$ cat src/rtl/uart_word_tx.sv
`default_nettype none
// ============================================================================
//  Module   : uart_word_tx
//  Purpose  : Accepts 16-bit words over a valid/ready handshake and sends each
//             one on an 8N1 UART line as a frame: HEADER, word[15:8], word[7:0].
//             The baud divider and bit serialiser are built in.
//             Optional macro UART_WORD_TX_CHKSUM_EN appends a fourth byte. Its
//             value makes the 8-bit sum of all four bytes equal zero.
//  Revision : 1.0 - initial release
// ============================================================================
module uart_word_tx #(
    parameter int unsigned CLK_DIV = 434,      // clk_i cycles per UART bit
    parameter logic [7:0]  HEADER  = 8'h40     // frame header byte
) (
    input  logic        clk_i,
    input  logic        rst_i,
    input  logic [15:0] word_i,
    input  logic        valid_i,
    output logic        ready_o,
    output logic        tx_o,
    output logic        busy_o,
    output logic        frame_done_o
);

    localparam int              c_CNT_W     = (CLK_DIV > 1) ? $clog2(CLK_DIV) : 1;
    localparam logic [c_CNT_W-1:0] c_BAUD_LAST = c_CNT_W'(CLK_DIV - 1);
    localparam logic [c_CNT_W-1:0] c_BAUD_ONE  = c_CNT_W'(1);
`ifdef UART_WORD_TX_CHKSUM_EN
    localparam logic [1:0]      c_LAST_BYTE = 2'd3;
`else
    localparam logic [1:0]      c_LAST_BYTE = 2'd2;
`endif

    typedef enum logic [1:0] {
        S_IDLE  = 2'd0,
        S_START = 2'd1,
        S_DATA  = 2'd2,
        S_STOP  = 2'd3
    } state_t;

    state_t               r_state;
    logic [c_CNT_W-1:0]   r_baud_cnt;
    logic [2:0]           r_bit_idx;
    logic [1:0]           r_byte_idx;
    logic [15:0]          r_word;
    logic [7:0]           r_shift;
    logic                 r_tx;
    logic                 r_busy;
    logic                 r_ready;
    logic                 r_done;
    logic [7:0]           w_cur_byte;
    logic                 w_baud_wrap;

`ifdef UART_WORD_TX_CHKSUM_EN
    logic [7:0]           w_chk;
    // Two's-complement negation of the byte sum, so all four bytes sum to zero
    assign w_chk = 8'h00 - (HEADER + r_word[15:8] + r_word[7:0]);
`endif

    assign w_baud_wrap = (r_baud_cnt == c_BAUD_LAST);

    // Select the byte to serialise from the current position in the frame
    always_comb begin
        w_cur_byte = HEADER;
        case (r_byte_idx)
            2'd0:    w_cur_byte = HEADER;
            2'd1:    w_cur_byte = r_word[15:8];
            2'd2:    w_cur_byte = r_word[7:0];
`ifdef UART_WORD_TX_CHKSUM_EN
            default: w_cur_byte = w_chk;
`else
            default: w_cur_byte = HEADER;
`endif
        endcase
    end

    // Bit-level FSM, baud divider, byte sequencer and registered outputs
    always_ff @(posedge clk_i or posedge rst_i) begin
        if (rst_i) begin
            r_state    <= S_IDLE;
            r_baud_cnt <= '0;
            r_bit_idx  <= 3'd0;
            r_byte_idx <= 2'd0;
            r_word     <= 16'h0000;
            r_shift    <= 8'h00;
            r_tx       <= 1'b1;
            r_busy     <= 1'b0;
            r_ready    <= 1'b1;
            r_done     <= 1'b0;
        end else begin
            r_done <= 1'b0;
            case (r_state)
                S_IDLE: begin
                    if (valid_i) begin
                        // Accept: latch the word and start the header's start bit next cycle
                        r_word     <= word_i;
                        r_byte_idx <= 2'd0;
                        r_bit_idx  <= 3'd0;
                        r_baud_cnt <= '0;
                        r_tx       <= 1'b0;
                        r_busy     <= 1'b1;
                        r_ready    <= 1'b0;
                        r_state    <= S_START;
                    end
                end
                S_START: begin
                    if (w_baud_wrap) begin
                        // Put the LSB on the line now and keep the rest for later bits
                        r_baud_cnt <= '0;
                        r_bit_idx  <= 3'd0;
                        r_tx       <= w_cur_byte[0];
                        r_shift    <= {1'b0, w_cur_byte[7:1]};
                        r_state    <= S_DATA;
                    end else begin
                        r_baud_cnt <= r_baud_cnt + c_BAUD_ONE;
                    end
                end
                S_DATA: begin
                    if (w_baud_wrap) begin
                        r_baud_cnt <= '0;
                        if (r_bit_idx == 3'd7) begin
                            r_tx    <= 1'b1;
                            r_state <= S_STOP;
                        end else begin
                            r_bit_idx <= r_bit_idx + 3'd1;
                            r_tx      <= r_shift[0];
                            r_shift   <= {1'b0, r_shift[7:1]};
                        end
                    end else begin
                        r_baud_cnt <= r_baud_cnt + c_BAUD_ONE;
                    end
                end
                S_STOP: begin
                    if (w_baud_wrap) begin
                        r_baud_cnt <= '0;
                        if (r_byte_idx == c_LAST_BYTE) begin
                            // Frame complete: done pulse and ready rise on the same edge
                            r_busy  <= 1'b0;
                            r_ready <= 1'b1;
                            r_done  <= 1'b1;
                            r_state <= S_IDLE;
                        end else begin
                            // Next byte's start bit follows the stop bit with no gap
                            r_byte_idx <= r_byte_idx + 2'd1;
                            r_tx       <= 1'b0;
                            r_state    <= S_START;
                        end
                    end else begin
                        r_baud_cnt <= r_baud_cnt + c_BAUD_ONE;
                    end
                end
                default: begin
                    r_state <= S_IDLE;
                    r_tx    <= 1'b1;
                    r_busy  <= 1'b0;
                    r_ready <= 1'b1;
                end
            endcase
        end
    end

    assign tx_o         = r_tx;
    assign busy_o       = r_busy;
    assign ready_o      = r_ready;
    assign frame_done_o = r_done;

endmodule
`default_nettype wire

$ cat config.mk
export PLATFORM = sky130hd
export DESIGN_NAME = uart_word_tx
export DESIGN_NICKNAME = d
export VERILOG_FILES = /design/src/rtl/uart_word_tx.sv
export SDC_FILE = /design/constraint.sdc
export NUM_CORES = 1
export LEC_CHECK = 0
export BUFFER_PORTS_ARGS = -buffer_cell sky130_fd_sc_hd__buf_4
export CORE_MARGIN = 4
export CORE_UTILIZATION = 60
export DETAILED_ROUTE_END_ITERATION = 16
export GPL_TIMING_DRIVEN = 0
export PLACE_DENSITY = 0.81
export SKIP_LAST_GASP = 1
export SYNTH_ARGS = -nofsm -noshare
export SYNTH_HDL_FRONTEND = slang
export SYNTH_SLANG_ARGS = --single-unit
export TNS_END_PERCENT = 30
$ cat constraint.sdc
create_clock -name clk_i -period 3.6 [get_ports clk_i]
set_clock_uncertainty 0.1 [all_clocks]
set_input_delay 0.18 -clock clk_i [delete_from_list [all_inputs] [get_ports clk_i]]
set_output_delay 0.18 -clock clk_i [all_outputs]
set_load 0.1 [all_outputs]
==> flow_metrics.py <==
metrics = {
    "critical_path": {
        "r2r_slack_ns": 1.43,
        "cp-endpoint": "tx_o$_DFFE_PP1P_",
        "crit_type": "register to register",
        "r2r_cells": 6,
        "startpoint": "r_state[0]$_DFFE_PP0P_",
        "cp.arrival_ns": 2.30,
        "r2r-start": "r_state[0]$_DFFE_PP0P_",
        "critPathLaunchType": "register",
        "worstSetupEndpointType": "register",
        "r2r-end": "tx_o$_DFFE_PP1P_",
        "required_ns": 3.74,
        "cp_max_fo": 10,
    },
    "sta": {
        "final-max-slew-violation-count": 0,
        "rsz0062_at_grt": "false",
        "min_period_ns": 2.168,
        "fmax_ghz": 0.4612,
        "tightest_slew_ns": 0.8744,
        "hold_slack_ns": 0.005536,
        "finalCritPeriodShare_pct": 60.23,
        "relSlewSlack_pct": 41.62,
        "hold_viol": 0,
        "setup_viol": 0,
        "fin_tns_setup_ns": 0,
    },
    "logic_synthesis": {
        "synth_edf_count": 0,
        "synthTopCellsByArea": "dfrtp_1 (45%), mux2_2 (12%), ha_1 (6.0%)",
        "synth_top_area_share_pct": 44.98,
        "syn_avg_cell_area_um2": 11.40,
        "yosysWarningCount": 0,
        "ys_async_sr_fraction_pct": 100.0,
        "synthesis.nets": 230,
        "synth_cells": 200,
        "synthFlopType": "dfrtp_1",
        "yosysTopAreaCell": "dfrtp_1",
        "ys_types": 47,
        "ys_ff_latch": 43,
        "syn_area_um2": 2281,
        "yosysSeqAreaShare_pct": 47.28,
    },
    "cells_and_area": {
        "diodes": 0,
        "multiInputGateArea_um2": 1137,
        "drive_above_1_share_pct": 31.47,
        "nFillCells": 258,
        "fin_cells": 280,
        "final_common_cell": "dfrtp_1",
        "area_delta_synth_final_pct": 16.07,
        "regArea_um2": 1079,
        "layout_common_cells": "dfrtp_1 (41), mux2_2 (24), buf_4 (22)",
        "nets": 261,
    },
    "placed_design": {
        "hpwlAfterDp_um": 3526,
        "gp_congestion": 0.7852,
        "portBuffers": 22,
        "dp_cells": 270,
    },
    "floorplanning": {
        "initial_core_util_pct": 62.30,
        "coreArea_um2": 3661,
        "die_height_um": 69.66,
        "ios": 23,
        "row_count": 22,
        "die_area_um2": 4852,
        "die_w_um": 69.66,
    },
    "cts": {
        "htree_levels": 2,
        "path_clk_slew_ns": 0.08,
        "ctsRootBufferMaster": "clkbuf_8",
        "numCtsBuffers": 5,
        "clockBufferDepth": 2,
        "cts_tree": "built",
        "clk_latency_ns": 0.30,
        "cts_resized": 0,
        "cts.sinks": 43,
    },
    "global_route": {
        "grt_first_pass_wirelength_um": 8438,
        "antenna_found_initial": 0,
        "grt_use_total_pct": 21.85,
        "grt_pass1_vias": 1808,
        "grt-ovfl-total": 0,
        "grt_max_degree": 44,
    },
    "power_and_ir_drop": {
        "p_per_area_nw_per_um2": 654.5,
        "leakage_nw": 1.229,
        "vdd_drop_max_v": 0.0003608,
    },
    "drt": {
        "wl_per_cell_um": 17.51,
        "ant_nets": 0,
        "drt_first_pass_iters": 4,
        "remaining_drc_errors": 0,
        "drt-vias-per-instance": 6.146,
        "drt_iter0_markers": 91,
        "drt_wl_total_um": 4903,
        "vias": 1721,
    },
    "job": {
        "cap_viol_max_count": 0,
    },
    "run_status": {
        "status": "finished, final reports clean",
    },
    "hold_path": {
        "worstHoldPathType": "primary input to register",
    },
}
==> area by class of cell <==
class | count | area share, %
Multi-Input combinational cell | 141 | 42.96
Buffer | 8 | 1.323
Clock buffer | 6 | 3.119
Inverter | 8 | 1.134
Clock inverter | 2 | 1.465
Timing Repair Buffer | 24 | 6.994
Tap cell | 48 | 2.268
Sequential cell | 43 | 40.74
==> sequential cells by signal, indices dropped and copies added (netlist names) <==
signal	flops
busy_o	1
frame_done_o	1
r_baud_cnt	9
r_bit_idx	3
r_byte_idx	2
r_shift	7
r_state	2
r_word	16
ready_o	1
tx_o	1
==> worst max-delay path: stages (launching register included) <==
cell	delay, ns
dfrtp_1	0.43
inv_1	0.14
ha_1	0.25
clkbuf_1	0.36
o22ai_1	0.17
a22oi_1	0.30
mux2_4	0.34
==> power breakdown <==
part	internal [mW]	switching, mW	total (mW)	leakage, nW
logic	0.289	0.318	0.607	0.628
registers	0.615	0.107	0.722	0.539
clock network	0.228	0.176	0.404	0.0618
==> per-layer routing <==
metal | wire length, µm | GRT usage, % | up-vias
li1 | - | - | 782
met1 | 1904 | 24.95 | 867
met2 | 2601 | 39.09 | 57
met3 | 232 | 4.493 | 15
met4 | 165 | 9.787 | 0
met5 | 0 | 0 | -
==> cells in the mapped netlist (2+ instances only) <==
master    instances
a22o_1            6
nand4_1           4
ha_1             11
nand2_1          14
nand2b_1          4
nor3_1            2
a21oi_1           4
o21ai_0          10
inv_1             8
dfrtp_1          41
nor2_1           13
nor4b_1           3
xor2_1            4
nand3_1           4
and3_1            2
clkbuf_1          4
dfstp_2           2
mux2_4            2
mux2_2           24
buf_2             4
a22oi_1           7
xnor2_1           2
==> logic make-up (layout without fill, tap and decap cells) <==
kind of cell               count (synthesis)  in the layout  synth area share, %
AOI/OAI and AO/OA                         38             38                11.96
xor gates and xnor gates                   6              6                2.304
adders and majority gates                 11             11                6.034
buffers and inverters                     16             48                2.852
DFF                                       43             43                47.28
muxes                                     27             27                13.60
and+or+nand+nor                           59             59                15.96
==> through the flow <==
step	util, %	cell area, µm²	power (mW)	setup WS, ns
final	72.32	2648	1.733	1.432
after global routing	72.32	2648	1.850	1.307
after CTS	72.04	2638	1.730	1.436
after detailed placement	68.46	2506	1.322	1.515
after global placement	68.46	2506	1.270	1.622
after floorplan	-	2281	1.168	1.783
==> what timing repair did <==
action / CTS / global route
hold buffers: 1 / 1
buffers inserted: 0 / 0
endpoints found under the setup margin: 0 / 0
endpoints found under the hold margin: 16 / 1
==> worst min path at each step <==
| stage | slack (ns) | start | depth (start not counted) | to |
|---|---|---|---|---|
| 6_report | 0.006 | word_i[12] | 2 | r_word[12]$_DFFE_PP0P_ |
| 5_1_grt | 0.002 | word_i[4] | 2 | r_word[4]$_DFFE_PP0P_ |
| 4_1_cts | 0.007 | word_i[12] | 2 | r_word[12]$_DFFE_PP0P_ |
| 3_5_place_dp | 0.32 | rst_i | 2 | r_word[9]$_DFFE_PP0P_ |
| 3_3_place_gp | 0.31 | word_i[1] | 2 | r_word[1]$_DFFE_PP0P_ |
| 2_1_floorplan | 0.23 | word_i[0] | 1 | r_word[0]$_DFFE_PP0P_ |
(Power assumes the default switching activity.)
